## config.mk

```make
export PLATFORM = sky130hd
export DESIGN_NAME = pic_move_ctrl
export DESIGN_NICKNAME = d
export VERILOG_FILES = /design/src/rtl/vga_pkg.sv /design/src/rtl/bounce_axis.sv /design/src/rtl/pic_move_ctrl.sv
export SDC_FILE = /design/constraint.sdc
export NUM_CORES = 1
export LEC_CHECK = 0
export BUFFER_PORTS_ARGS = -buffer_cell sky130_fd_sc_hd__buf_2
export CAP_MARGIN = 15
export CORE_UTILIZATION = 40
export DETAILED_ROUTE_END_ITERATION = 10
export SETUP_SLACK_MARGIN = 0.02
export SLEW_MARGIN = 20
export SYNTH_ARGS = -nofsm -noshare
export SYNTH_HDL_FRONTEND = slang
export SYNTH_SLANG_ARGS = --single-unit
```

## constraint.sdc

```tcl
create_clock -name vga_clk -period 5.4 [get_ports vga_clk]
set_input_delay 0.54 -clock vga_clk [delete_from_list [all_inputs] [get_ports vga_clk]]
set_output_delay 0.54 -clock vga_clk [all_outputs]
set_load 0.03 [all_outputs]
```

## src/rtl/vga_pkg.sv

```systemverilog
// Shared VGA-path definitions: display defaults, colours,
// and the picture-mover FSM states.
package vga_pkg;

  localparam int H_DISP_DEF = 640;
  localparam int V_DISP_DEF = 480;

  localparam logic [23:0] RGB_BLACK = 24'h000000;
  localparam logic [23:0] RGB_WHITE = 24'hFFFFFF;
  localparam logic [23:0] RGB_RED   = 24'hFF0000;
  localparam logic [23:0] RGB_GREEN = 24'h00FF00;
  localparam logic [23:0] RGB_BLUE  = 24'h0000FF;

  localparam logic DIR_INC = 1'b0;
  localparam logic DIR_DEC = 1'b1;

  typedef enum logic [1:0] {
    ST_WAIT,
    ST_CALC,
    ST_COMMIT
  } move_state_t;

endpackage

```

## src/rtl/bounce_axis.sv

```systemverilog
// One axis of the bouncing window: clamp at an edge and
// reverse direction on the same update.
module bounce_axis
  import vga_pkg::*;
(
  input  logic [9:0] pos,
  input  logic       dir,
  input  logic [3:0] step,
  input  logic [9:0] max,
  output logic [9:0] next_pos,
  output logic       next_dir
);

  logic [10:0] p;
  logic [10:0] s;
  logic [10:0] m;
  logic [10:0] sum;

  assign p   = {1'b0, pos};
  assign s   = {7'd0, step};
  assign m   = {1'b0, max};
  assign sum = p + s;

  always_comb begin
    next_pos = pos;
    next_dir = dir;
    if (step != 4'd0) begin
      if (dir == DIR_INC) begin
        if (sum >= m) begin
          next_pos = max;
          next_dir = DIR_DEC;
        end else begin
          next_pos = sum[9:0];
        end
      end else begin
        // pos == step lands exactly on 0, which is also an edge
        if (p <= s) begin
          next_pos = 10'd0;
          next_dir = DIR_INC;
        end else begin
          next_pos = pos - {6'd0, step};
        end
      end
    end
  end

endmodule

```

## src/rtl/pic_move_ctrl.sv

```systemverilog
// Moves the picture window once per frame and sequences
// picture ROM reads for the pixels inside it.
module pic_move_ctrl
  import vga_pkg::*;
#(
  parameter int H_DISP = H_DISP_DEF,
  parameter int V_DISP = V_DISP_DEF,
  parameter int WIDTH  = 350,
  parameter int HEIGHT = 350,
  parameter int ADDR_W = 17
) (
  input  logic              vga_clk,
  input  logic              sys_rst,
  input  logic [9:0]        pixel_xpos,
  input  logic [9:0]        pixel_ypos,
  input  logic              move_en,
  input  logic [3:0]        step,
  output logic              rom_rd_en,
  output logic [ADDR_W-1:0] rom_addr,
  output logic              rom_valid,
  output logic [9:0]        pos_x,
  output logic [9:0]        pos_y,
  output logic              frame_tick
);

  localparam logic [9:0] MAX_X = 10'(H_DISP - WIDTH);
  localparam logic [9:0] MAX_Y = 10'(V_DISP - HEIGHT);
  localparam logic [9:0] RST_X = 10'((H_DISP - WIDTH) / 2);
  localparam logic [9:0] RST_Y = 10'((V_DISP - HEIGHT) / 2);
  localparam logic [ADDR_W-1:0] LAST =
    ADDR_W'(WIDTH * HEIGHT - 1);

  move_state_t state;
  logic        dir_x;
  logic        dir_y;
  logic [3:0]  step_q;
  logic        en_q;
  logic        fe_raw;
  logic        fe_q;
  logic        fe_d;
  logic        frame_end;
  logic [3:0]  step_eff;
  logic [9:0]  nx;
  logic [9:0]  ny;
  logic        ndx;
  logic        ndy;
  logic [10:0] x_end;
  logic [10:0] y_end;

  assign x_end = {1'b0, pos_x} + 11'(WIDTH);
  assign y_end = {1'b0, pos_y} + 11'(HEIGHT);

  assign rom_rd_en =
    ({1'b0, pixel_xpos} >= {1'b0, pos_x}) &&
    ({1'b0, pixel_xpos} <  x_end) &&
    ({1'b0, pixel_ypos} >= {1'b0, pos_y}) &&
    ({1'b0, pixel_ypos} <  y_end);

  assign fe_raw = (pixel_xpos == 10'(H_DISP - 1)) &&
                  (pixel_ypos == 10'(V_DISP - 1));
  assign frame_end = fe_q & ~fe_d;

  // Zero step also covers the frozen case
  assign step_eff = en_q ? step_q : 4'd0;

  bounce_axis u_axis_x (
    .pos      (pos_x),
    .dir      (dir_x),
    .step     (step_eff),
    .max      (MAX_X),
    .next_pos (nx),
    .next_dir (ndx)
  );

  bounce_axis u_axis_y (
    .pos      (pos_y),
    .dir      (dir_y),
    .step     (step_eff),
    .max      (MAX_Y),
    .next_pos (ny),
    .next_dir (ndy)
  );

  always_ff @(posedge vga_clk) begin
    if (sys_rst) begin
      state      <= ST_WAIT;
      fe_q       <= 1'b0;
      fe_d       <= 1'b0;
      pos_x      <= RST_X;
      pos_y      <= RST_Y;
      dir_x      <= DIR_INC;
      dir_y      <= DIR_INC;
      step_q     <= 4'd0;
      en_q       <= 1'b0;
      rom_addr   <= '0;
      rom_valid  <= 1'b0;
      frame_tick <= 1'b0;
    end else begin
      fe_q       <= fe_raw;
      fe_d       <= fe_q;
      rom_valid  <= rom_rd_en;
      frame_tick <= 1'b0;
      if (rom_rd_en) begin
        if (rom_addr == LAST) rom_addr <= '0;
        else rom_addr <= rom_addr + ADDR_W'(1);
      end
      unique case (state)
        ST_WAIT: begin
          if (frame_end) state <= ST_CALC;
        end
        ST_CALC: begin
          step_q <= step;
          en_q   <= move_en;
          state  <= ST_COMMIT;
        end
        ST_COMMIT: begin
          pos_x      <= nx;
          pos_y      <= ny;
          dir_x      <= ndx;
          dir_y      <= ndy;
          rom_addr   <= '0;
          frame_tick <= 1'b1;
          state      <= ST_WAIT;
        end
        default: state <= ST_WAIT;
      endcase
    end
  end

endmodule

```

==> impl_metrics.csv, run 1 <==
group,metric,value,unit
run_status,status,"completed",
synth,synth_async_sr_flop_share,0,%
setup_path,crit_required,4.86,ns
placement,dp_hpwl,10100,um
synth,synthFlopType,"dfxtp_1",
clocking,holdBufCountCts,0,
floorplan,rows,39,
clocking,clock_sinks,50,
synth,synth_nets,665,
global_routing,grt_pass1_wl,21800,um
sta,finalSetupViolCount,0,
drt,vias_per_cell,5.94,
min_path,timing.hold.worst.class,"flop to flop",
clocking,h-tree-depth,2,
setup_path,reg2reg_depth,15,
setup_path,cp_max_fo,10,
global_routing,grt_pass1_vias,4342,
synth,synth_edf_count,0,
pwr,sequentialPowerShare,49.4,%
sta,max-slew-margin-rel,40.5,%
setup_path,r2r_start,"pos_y[1]",
sta,skew,0.00792,ns
drt,wl_per_cell,16.9,um
setup_path,critPathSlowestCell,"nor3_2",
floorplan,initial_core_util,41.4,%
min_path,worstHoldStart,"fe_d",
floorplan,die_w,111,um
floorplan,core_region_area,0.0115,sq mm
setup_path,path_depth,13,
drt,drtIter0Drc,269,
layout,n_antenna_cell,0,
synth,synth.distinct_cells,78,
sta,tightest_slew,0.892,ns
global_routing,grt_max_degree,36,
synth,syn-cell-area,0.00474,sq mm
setup_path,endpoint,"rom_rd_en",
sta,slew_viol_final,0,
placement,dp_slack,1.56,ns
placement,gp_congestion,0.924,
layout,drive_gt1_share,16.6,%
floorplan,die_area,0.0123,sq mm
clocking,cts_setup_buffers,0,
synth,yosys_warnings,0,
setup_path,r2r-end,"rom_addr[0]",
synth,synth_top_family_by_area,"compound AO/OA/AOI/OAI gates",
layout,final_cell_area,0.00521,sq mm
floorplan,ios,67,
layout,syn_to_final_growth,9.73,%
synth,syn-mean-instance-area,8.22,sq um
setup_path,crit_path_start,"pos_y[1]",
drt,first_pass_iters,5,
pwr,p_sw_share,24.7,%
setup_path,rrSetupSlack,1.55,ns
pwr,p_comb_share,8.8,%
sta,finalCritPeriodShare,75.8,%
setup_path,max_stage_delay,0.58,ns
setup_path,crit_family,"compound AO/OA/AOI/OAI gates",
setup_path,cpMostUsedCell,"a21oi_1",
sta,period_minus_slack,4.09,ns
job,cap_violations,0,
global_routing,grt_use_total,21.5,%
pwr,switchingPower,185,uW
drt,vias,4542,
sta,setup-tns-final,0,ns
drt,postRouteAntennaNets,0,
sta,rsz0062_at_grt,"no",
synth,synth-seq-cells,50,
drt,wirelength,12900,um
sta,max_freq,0.244,GHz
placement,dpl_cell_area,0.00507,sq mm
setup_path,cp-start-kind,"flop",
global_routing,overflow,0,
layout,n_fill_cell,1150,
layout,final_nets,710,
sta,fin_hold_ws,0.415,ns
setup_path,criticalPathCategory,"flop to output port",
setup_path,worst_ep_arrival_time,3.55,ns
setup_path,path_buf_inv,2,
synth,ys_seq_area_share,21.1,%
synth,syn_inst,577,
synth,synth_xor_area_share,4.98,%
synth,synth-simple-area-share,19.9,%
pwr,cellPowerDensity,144,mW/mm^2
synth,post_synth_mux_area_share,1.90,%
pwr,clockPowerShare,41.8,%
pwr,p_total,750,uW
floorplan,die_y,111,um
clocking,tritoncts,"yes",
setup_path,path_cells,"inv_1 > ha_1 > nand3_1 > a21oi_1 > xnor2_1 > ha_1 > a21oi_1 > nand2_1 > a21oi_1 > a21o_1 > o221ai_1 > nor3_2 > buf_2",
global_routing,antenna_found_initial,0,
sta,finalHoldViolCount,0,
sta,setup_ws,1.31,ns
clocking,cts-root-buf,"clkbuf_16",
pwr,irDropWorstVdd,0.000110,V
placement,port_buffers,66,
clocking,path_clk_slew,0.07,ns
clocking,max-clock-path-buffers,2,
setup_path,end_kind,"output port",
clocking,ctsResizeCount,0,
pwr,p_int,565,uW
synth,synthAdderAreaFrac,16.7,%
clocking,numCtsBuffers,5,
clocking,clk_latency,0.29,ns
synth,synth_compound_area_share,26.9,%
drt,remaining_drc_errors,0,
pwr,p_leak,0.00218,uW
worst register-to-register path, stage by stage, from the launching register on:
cell	delay, ns
dfxtp_1	0.52
inv_1	0.18
ha_1	0.27
nand3_1	0.13
a21oi_1	0.11
xnor2_1	0.18
ha_1	0.20
a21oi_1	0.20
nand2_1	0.08
a21oi_1	0.14
a21o_1	0.12
o221ai_1	0.24
nor3_2	0.58
buf_4	0.31
a31o_2	0.38
nor2_1	0.09
through the flow:
step                std cells  utilization [%]
global route              765             45.4
finish                    765             45.4
floorplan                 577                -
global placement          758             44.2
CTS                       765             45.4
detailed placement        758             44.2
registers in the layout (all words and copies together) (netlist names):
name        cells
dir_x           1
dir_y           1
en_q            1
fe_d            1
fe_q            1
frame_tick      1
pos_x          10
pos_y          10
rom_addr       17
rom_valid       1
state           2
step_q          4
metal layers:
metal  global-route usage, %  share of wire, %  vias up  wire [um]
met5                       0                 0        -          0
li1                        -                 -     2202          -
met2                    35.2                47      131       6140
met1                    28.1                45     2178       5770
met4                    8.62               2.9        0        369
met3                    3.39               5.1       31        655
how the worst min path moves through the flow:
stage,endpoint,slack [ns],cells after the start
floorplan,state[0],0.37,1
global placement,state[0],0.39,1
detailed placement,state[0],0.40,1
CTS,state[0],0.42,1
global route,state[0],0.43,1
finish,state[0],0.42,1
synth_stat cells (4+ instances only):
cell	instances	area, sq um
ha_1	57	713
a21oi_1	53	265
dfxtp_1	50	1000
inv_1	49	184
nor2_1	33	124
nand2_1	28	105
xnor2_1	26	228
o21ai_0	23	115
a21o_1	15	113
clkbuf_1	13	48.8
nand2b_1	13	81.3
nand3_1	12	60.1
nor3_1	12	60.1
a211oi_1	11	82.6
and3_1	10	62.6
nand4_1	10	62.6
nor2b_1	10	62.6
mux2i_1	9	90.1
a31o_2	7	61.3
a31oi_1	6	37.5
and2_1	6	37.5
a221oi_1	5	43.8
buf_2	5	25.0
buf_6	5	56.3
nand4b_1	5	43.8
nor4_1	5	31.3
o21bai_1	5	37.5
clkbuf_8	4	55.1
fa_1	4	80.1
o21a_1	4	30.0
or3_1	4	25.0
power by group through the flow:
stage	Combinational, uW	Clock [uW]	Sequential [uW]
6_report	65.8	314	371
3_3_place_gp	64.6	0	379
3_5_place_dp	66.0	0	379
4_1_cts	66.5	324	371
2_1_floorplan	37.2	0	381
5_1_grt	74.3	337	371
logic make-up (layout without fill, tap and decap cells):
group / count (synthesis) / count (layout)
and+or+nand+nor: 169 / 169
buffers and inverters: 82 / 127
AOI/OAI and AO/OA: 179 / 179
muxes: 9 / 9
xor gates and xnor gates: 27 / 27
adders and majority gates: 61 / 61
DFF: 50 / 50
cell type report:
class	count	area (sq um)	area share [%]
inverters	52	195	3.75
clock inverters	2	15.0	0.288
well taps	143	179	3.44
repair buffers	68	345	6.63
multi-input cells	445	3350	64.3
flip-flops and latches	50	1000	19.2
clock buffers	5	125	2.40
placed cells by master, fill, tap and decap left out, types with 4 or more instances in the layout:
master / instances
nand3_1: 12
a21o_1: 15
ha_1: 57
inv_1: 49
a31o_2: 7
nor2b_1: 10
buf_2: 66
o21bai_1: 5
nand2b_1: 13
a21oi_1: 53
mux2i_1: 9
a31oi_1: 6
a211oi_1: 11
nor4_1: 5
fa_1: 4
clkbuf_16: 5
nor3_1: 11
nand2_1: 28
o21a_1: 4
and3_1: 10
nand4b_1: 5
xnor2_1: 26
or3_1: 4
and2_1: 6
a221oi_1: 5
o21ai_0: 23
nor2_1: 33
nand4_1: 10
dfxtp_1: 50
(Power assumes the default switching activity.)
==> run 2, diff against run 1 <==
ABC_AREA = 1   (was unset)
clock period = 3.94 ns   (was 5.4 ns; I/O delays follow)
==> run 2 against run 1 <==
Synthesized cell count is 37% higher; clock skew fell by 0.0024 ns; routed wire length is 6.4% higher; via count grew 12%; register-to-register slack worse by 0.41 ns; synthesized area is 8.1% higher; sequential power increased by 37%; critical path depth increased by 4; clock-buffer cell count grew 2; non-clock buffer count rose by 1; sequential share of layout area fell by 1.7 points; highest routed layer unchanged.
==> impl_metrics.csv, run 2 <==
group,metric,value,unit
clocking,max-clock-path-buffers,2,
floorplan,initial_core_util,41.8,%
min_path,worstHoldStart,"move_en",
synth,yosysTopAreaCell,"dfxtp_1",
synth,syn-cell-area,0.00513,sq mm
min_path,timing.hold.worst.class,"input pin to flop",
pwr,p_leak,0.00288,uW
pwr,irDropWorstVdd,0.000171,V
layout,max_flop_register,"rom_addr",
floorplan,die_y,115,um
synth,yosys_warnings,0,
setup_path,max_stage_delay,0.48,ns
layout,reg_top3,"rom_addr (17), pos_x (10), pos_y (10)",
sta,finalSetupViolCount,0,
sta,slew_viol_final,0,
global_routing,grt_use_total,21.9,%
placement,dp_hpwl,10900,um
global_routing,grt_pass1_wl,23300,um
sta,skew,0.00553,ns
synth,ys_seq_area_share,19.5,%
sta,setup-tns-final,0,ns
setup_path,crit_path_start,"pos_y[1]",
sta,finalHoldViolCount,0,
synth,synth.top_cell.area_share,19.5,%
drt,drtIter0Drc,363,
clocking,clock_sinks,50,
layout,regArea,0.00100,sq mm
sta,finalCritPeriodShare,87.4,%
synth,synth_area_leaders,"dfxtp_1, ha_1, nand2_1",
placement,dpl_cell_area,0.00558,sq mm
layout,layout_common_cells,"nand2_1, inv_1, nor2_1",
synth,synth_async_sr_flop_share,0,%
layout,layout_commonest_cell,"nand2_1",
drt,vias_per_cell,4.98,
clocking,holdBufCountCts,0,
clocking,h-tree-depth,2,
drt,wl_per_cell,13.5,um
layout,multiInputGateArea,0.00360,sq mm
setup_path,crit_required,3.55,ns
synth,synthFlopType,"dfxtp_1",
pwr,switchingPower,259,uW
setup_path,r2r_start,"pos_y[1]",
clocking,tritoncts,"yes",
clocking,ctsResizeCount,0,
pwr,cellPowerDensity,184,mW/mm^2
floorplan,core_region_area,0.0123,sq mm
synth,synth-seq-cells,50,
pwr,p_comb_share,10.0,%
clocking,numCtsBuffers,5,
pwr,p_sw_share,24.6,%
sta,tightest_slew,0.573,ns
drt,postRouteAntennaNets,0,
layout,n_antenna_cell,0,
global_routing,grt_pass1_vias,4731,
drt,wirelength,13800,um
synth,synth.distinct_cells,42,
job,cap_violations,0,
run_status,status,"completed",
pwr,clockPowerShare,41.7,%
synth,syn_inst,793,
setup_path,cp_max_fo,19,
synth,synth_nets,881,
layout,final_nets,938,
setup_path,end_kind,"output port",
floorplan,die_w,115,um
synth,yosysMostFrequentCell,"nand2_1",
layout,largest_reg_flops,17,
floorplan,rows,40,
layout,drive_gt1_share,14.7,%
floorplan,die_area,0.0133,sq mm
clocking,clk_latency,0.29,ns
setup_path,worst_ep_arrival_time,3.05,ns
floorplan,ios,67,
layout,final_cell_area,0.00573,sq mm
clocking,cts_setup_buffers,0,
sta,period_minus_slack,3.44,ns
layout,syn_to_final_growth,11.6,%
setup_path,path_cells,"inv_1 > ha_1 > nand3_1 > xor2_1 > ha_1 > nand2_1 > inv_1 > a21oi_1 > nand2_1 > nand2_1 > nand2_1 > nand2_1 > nand2_1 > nand2_4 > nand3_4 > inv_1 > buf_2",
setup_path,cpMostUsedCell,"nand2_1",
placement,gp_congestion,0.890,
drt,vias,5076,
sta,rsz0062_at_grt,"no",
clocking,path_clk_slew,0.06,ns
setup_path,cp-start-kind,"flop",
clocking,cts-root-buf,"clkbuf_16",
global_routing,antenna_found_initial,0,
placement,port_buffers,66,
drt,first_pass_iters,5,
global_routing,overflow,0,
synth,syn-mean-instance-area,6.47,sq um
setup_path,criticalPathCategory,"flop to output port",
drt,remaining_drc_errors,0,
pwr,sequentialPowerShare,48.3,%
setup_path,critPathSlowestCell,"dfxtp_1",
sta,max-slew-margin-rel,61.7,%
synth,synth_edf_count,0,
layout,n_fill_cell,1344,
sta,max_freq,0.290,GHz
global_routing,grt_max_degree,20,
pwr,p_int,794,uW
synth,synthTopCellsByCount,"nand2_1, inv_1, nor2_1, a21oi_1, ha_1",
==> run 2: per-stage QoR <==
step | utilization, % | cells | power (uW) | hold slack, ns | setup slack, ns
floorplan | - | 793 | 588 | 0.372 | 0.932
global placement | 45.5 | 1011 | 625 | 0.375 | 0.886
detailed placement | 45.5 | 1011 | 625 | 0.381 | 0.834
CTS | 46.7 | 1019 | 1060 | 0.327 | 0.489
global route | 46.7 | 1019 | 1100 | 0.345 | 0.166
finish | 46.7 | 1019 | 1050 | 0.328 | 0.496
==> run 2: power groups by stage <==
stage	logic, uW	registers, uW	clock network [uW]
2_1_floorplan	64.7	523	0
3_3_place_gp	105	520	0
3_5_place_dp	105	520	0
4_1_cts	106	509	450
5_1_grt	121	508	475
6_report	105	509	439
==> run 2: per-layer routing <==
| layer | track usage, % | routed length, um | vias to the layer above |
|---|---|---|---|
| met3 | 3.16 | 433 | 16 |
| met5 | 0 | 0 | - |
| met2 | 37.8 | 6390 | 79 |
| met4 | 4.07 | 155 | 0 |
| met1 | 29.0 | 6790 | 2257 |
| li1 | - | - | 2724 |
==> run 2: critical path: cells and delay by family, from the launching register on <==
family                   cells  cell delay (ns)
AO/OA/AOI/OAI                1             0.14
flip-flops                   1             0.48
buffers and inverters        4             0.51
adder cells (fa/ha/maj)      2             0.50
XOR/XNOR                     1             0.15
AND/OR/NAND/NOR              9             0.98
==> run 2: area by class of cell <==
cell class / instances / share of cell area, %
multi-input cells: 613 / 62.8
flip-flops and latches: 50 / 17.5
inverters: 111 / 7.28
repair buffers: 69 / 6.16
well taps: 168 / 3.67
clock buffers: 7 / 2.49
clock inverters: 1 / 0.0874
==> run 2: path summary, 6_finish.rpt <==
kind / depth (start not counted) / slack, ns / to
setup / recovery: 17 / 0.50 / rom_rd_en
setup reg to reg: 17 / 1.14 / rom_addr[13]
hold reg to reg: 1 / 0.39 / state[0]
hold / removal: 3 / 0.33 / en_q
==> run 2: cell families after synthesis <==
family                     count (synthesis)  share of synthesized area, %
and+or+nand+nor                          397                          35.3
xor gates and xnor gates                  37                          6.32
DFF                                       50                          19.5
adders and majority gates                 61                          15.5
buffers and inverters                    130                          10.3
AOI/OAI and AO/OA                        118                          13.1
==> run 3, diff against run 2 <==
REMOVE_ABC_BUFFERS = 1   (was unset)
==> run 3 against run 2 <==
Clock-buffer cell count is the same; setup slack lost 0.012 ns; first-iteration DRC count shrank 19%; register-to-register slack is essentially flat; critical path type unchanged; critical endpoint unchanged; largest power group unchanged.
==> impl_metrics.csv, run 3 (synthesized netlist as in run 2, its figures left out) <==
group,metric,value,unit
run_status,status,"completed",
placement,dp_slack,0.789,ns
clocking,ctsResizeCount,0,
setup_path,endpoint,"rom_rd_en",
clocking,tritoncts,"yes",
sta,skew,0.0131,ns
clocking,h-tree-depth,2,
pwr,p_total,1110,uW
clocking,numCtsBuffers,5,
floorplan,rows,40,
layout,max_flop_register,"rom_addr",
global_routing,antenna_found_initial,0,
drt,remaining_drc_errors,0,
floorplan,die_area,0.0133,sq mm
setup_path,cp-start-kind,"flop",
placement,port_buffers,66,
layout,reg_top3,"rom_addr (17), pos_x (10), pos_y (10)",
sta,setup_ws,0.484,ns
layout,syn_to_final_growth,12.2,%
setup_path,cp_max_fo,19,
floorplan,initial_core_util,41.8,%
setup_path,worst_ep_arrival_time,3.06,ns
layout,final_cell_area,0.00576,sq mm
setup_path,r2r_start,"pos_x[1]",
setup_path,crit_path_start,"pos_x[1]",
clocking,clock_sinks,50,
global_routing,grt_use_total,21.8,%
layout,n_antenna_cell,0,
pwr,clockPowerShare,44.5,%
setup_path,reg2reg_depth,18,
job,cap_violations,0,
sta,tightest_slew,0.671,ns
floorplan,die_w,115,um
min_path,worstHoldPathCells,3,
setup_path,end_kind,"output port",
placement,gp_congestion,0.859,
floorplan,ios,67,
global_routing,grt_pass1_wl,23100,um
pwr,cellPowerDensity,193,mW/mm^2
clocking,holdBufCountCts,0,
drt,wl_per_cell,13.3,um
layout,layout_common_cells,"nand2_1, inv_1, nor2_1",
clocking,path_clk_slew,0.06,ns
sta,rsz0062_at_grt,"no",
sta,max-slew-margin-rel,55.2,%
sta,finalSetupViolCount,0,
drt,drtIter0Drc,293,
pwr,p_int,843,uW
placement,dpl_cell_area,0.00559,sq mm
drt,wirelength,13600,um
min_path,timing.hold.worst.class,"input pin to flop",
pwr,p_comb_share,9.7,%
setup_path,criticalPathCategory,"flop to output port",
clocking,max-clock-path-buffers,2,
sta,finalHoldViolCount,0,
layout,final_nets,940,
placement,dp.cells,1013,
clocking,clk_latency,0.30,ns
layout,layout.cells.non_filler,1021,
clocking,cts-root-buf,"clkbuf_16",
setup_path,crit_required,3.55,ns
sta,slew_viol_final,0,
drt,vias_per_cell,5.01,
sta,setup-tns-final,0,ns
layout,drive_gt1_share,14.8,%
pwr,switchingPower,266,uW
floorplan,die_y,115,um
drt,postRouteAntennaNets,0,
sta,period_minus_slack,3.46,ns
drt,first_pass_iters,5,
floorplan,core_region_area,0.0123,sq mm
global_routing,grt_pass1_vias,4739,
placement,dp_hpwl,10800,um
setup_path,r2r-end,"rom_addr[13]",
setup_path,rrSetupSlack,1.13,ns
pwr,p_leak,0.00290,uW
clocking,cts_setup_buffers,0,
pwr,sequentialPowerShare,45.8,%
global_routing,grt_max_degree,28,
global_routing,overflow,0,
pwr,p_sw_share,24.0,%
layout,largest_reg_flops,17,
pwr,irDropWorstVdd,0.000169,V
sta,max_freq,0.289,GHz
layout,layout_commonest_cell,"nand2_1",
drt,vias,5118,
sta,finalCritPeriodShare,87.7,%
run 3: changes by cell type in the layout (fill, tap and decap cells not counted), sizes merged:
cell / delta
buf: +2
bufinv: +1
clkinv: -1
run 3: final cells by class:
| class | count | area (sq um) |
|---|---|---|
| clock buffer | 7 | 133 |
| clock inverter | 1 | 30.0 |
| fill | 1313 | 6510 |
| inverter | 111 | 417 |
| multi-input combinational | 613 | 3600 |
| sequential | 50 | 1000 |
| tap | 168 | 210 |
| timing repair buffer | 71 | 368 |
run 3: through the flow:
step / hold slack (ns) / utilization, %
3_5_place_dp: 0.381 / 45.6
5_1_grt: 0.348 / 46.9
4_1_cts: 0.335 / 46.9
6_report: 0.342 / 46.9
2_1_floorplan: 0.372 / -
3_3_place_gp: 0.382 / 45.6
run 3: how the worst min path moves through the flow:
stage / from / end / slack [ns]
finish: step[0] / step_q[0] / 0.34
global placement: fe_d / state[0] / 0.38
detailed placement: fe_d / state[0] / 0.38
global route: step[0] / step_q[0] / 0.35
floorplan: fe_d / state[0] / 0.37
CTS: step[0] / step_q[0] / 0.34
run 3: layer usage:
metal / share of wire (%) / track usage (%) / vias to the layer above
met4: 1.3 / 5.02 / 0
met2: 45 / 36.5 / 87
li1: - / - / 2730
met1: 50 / 29.6 / 2287
met5: 0 / 0 / -
met3: 3.1 / 2.95 / 14
run 3: critical path, stage by stage (launching register included):
cell     delay (ns)
dfxtp_1        0.39
inv_1          0.19
ha_1           0.22
nand2_1        0.08
o21ai_0        0.20
o21ai_0        0.13
ha_1           0.28
nand2_1        0.07
a21oi_1        0.05
nor2_1         0.08
nand2_1        0.06
nand2_1        0.05
nand2_1        0.04
nand2_1        0.05
nand2_1        0.11
nand2_4        0.22
nand3_4        0.25
inv_1          0.10
buf_2          0.19
run 3: power by group through the flow:
stage / registers (uW) / clock network, uW / logic (uW)
floorplan: 523 / 0 / 59.5
global placement: 520 / 0 / 107
detailed placement: 520 / 0 / 107
CTS: 508 / 504 / 107
global route: 508 / 524 / 122
finish: 508 / 493 / 108
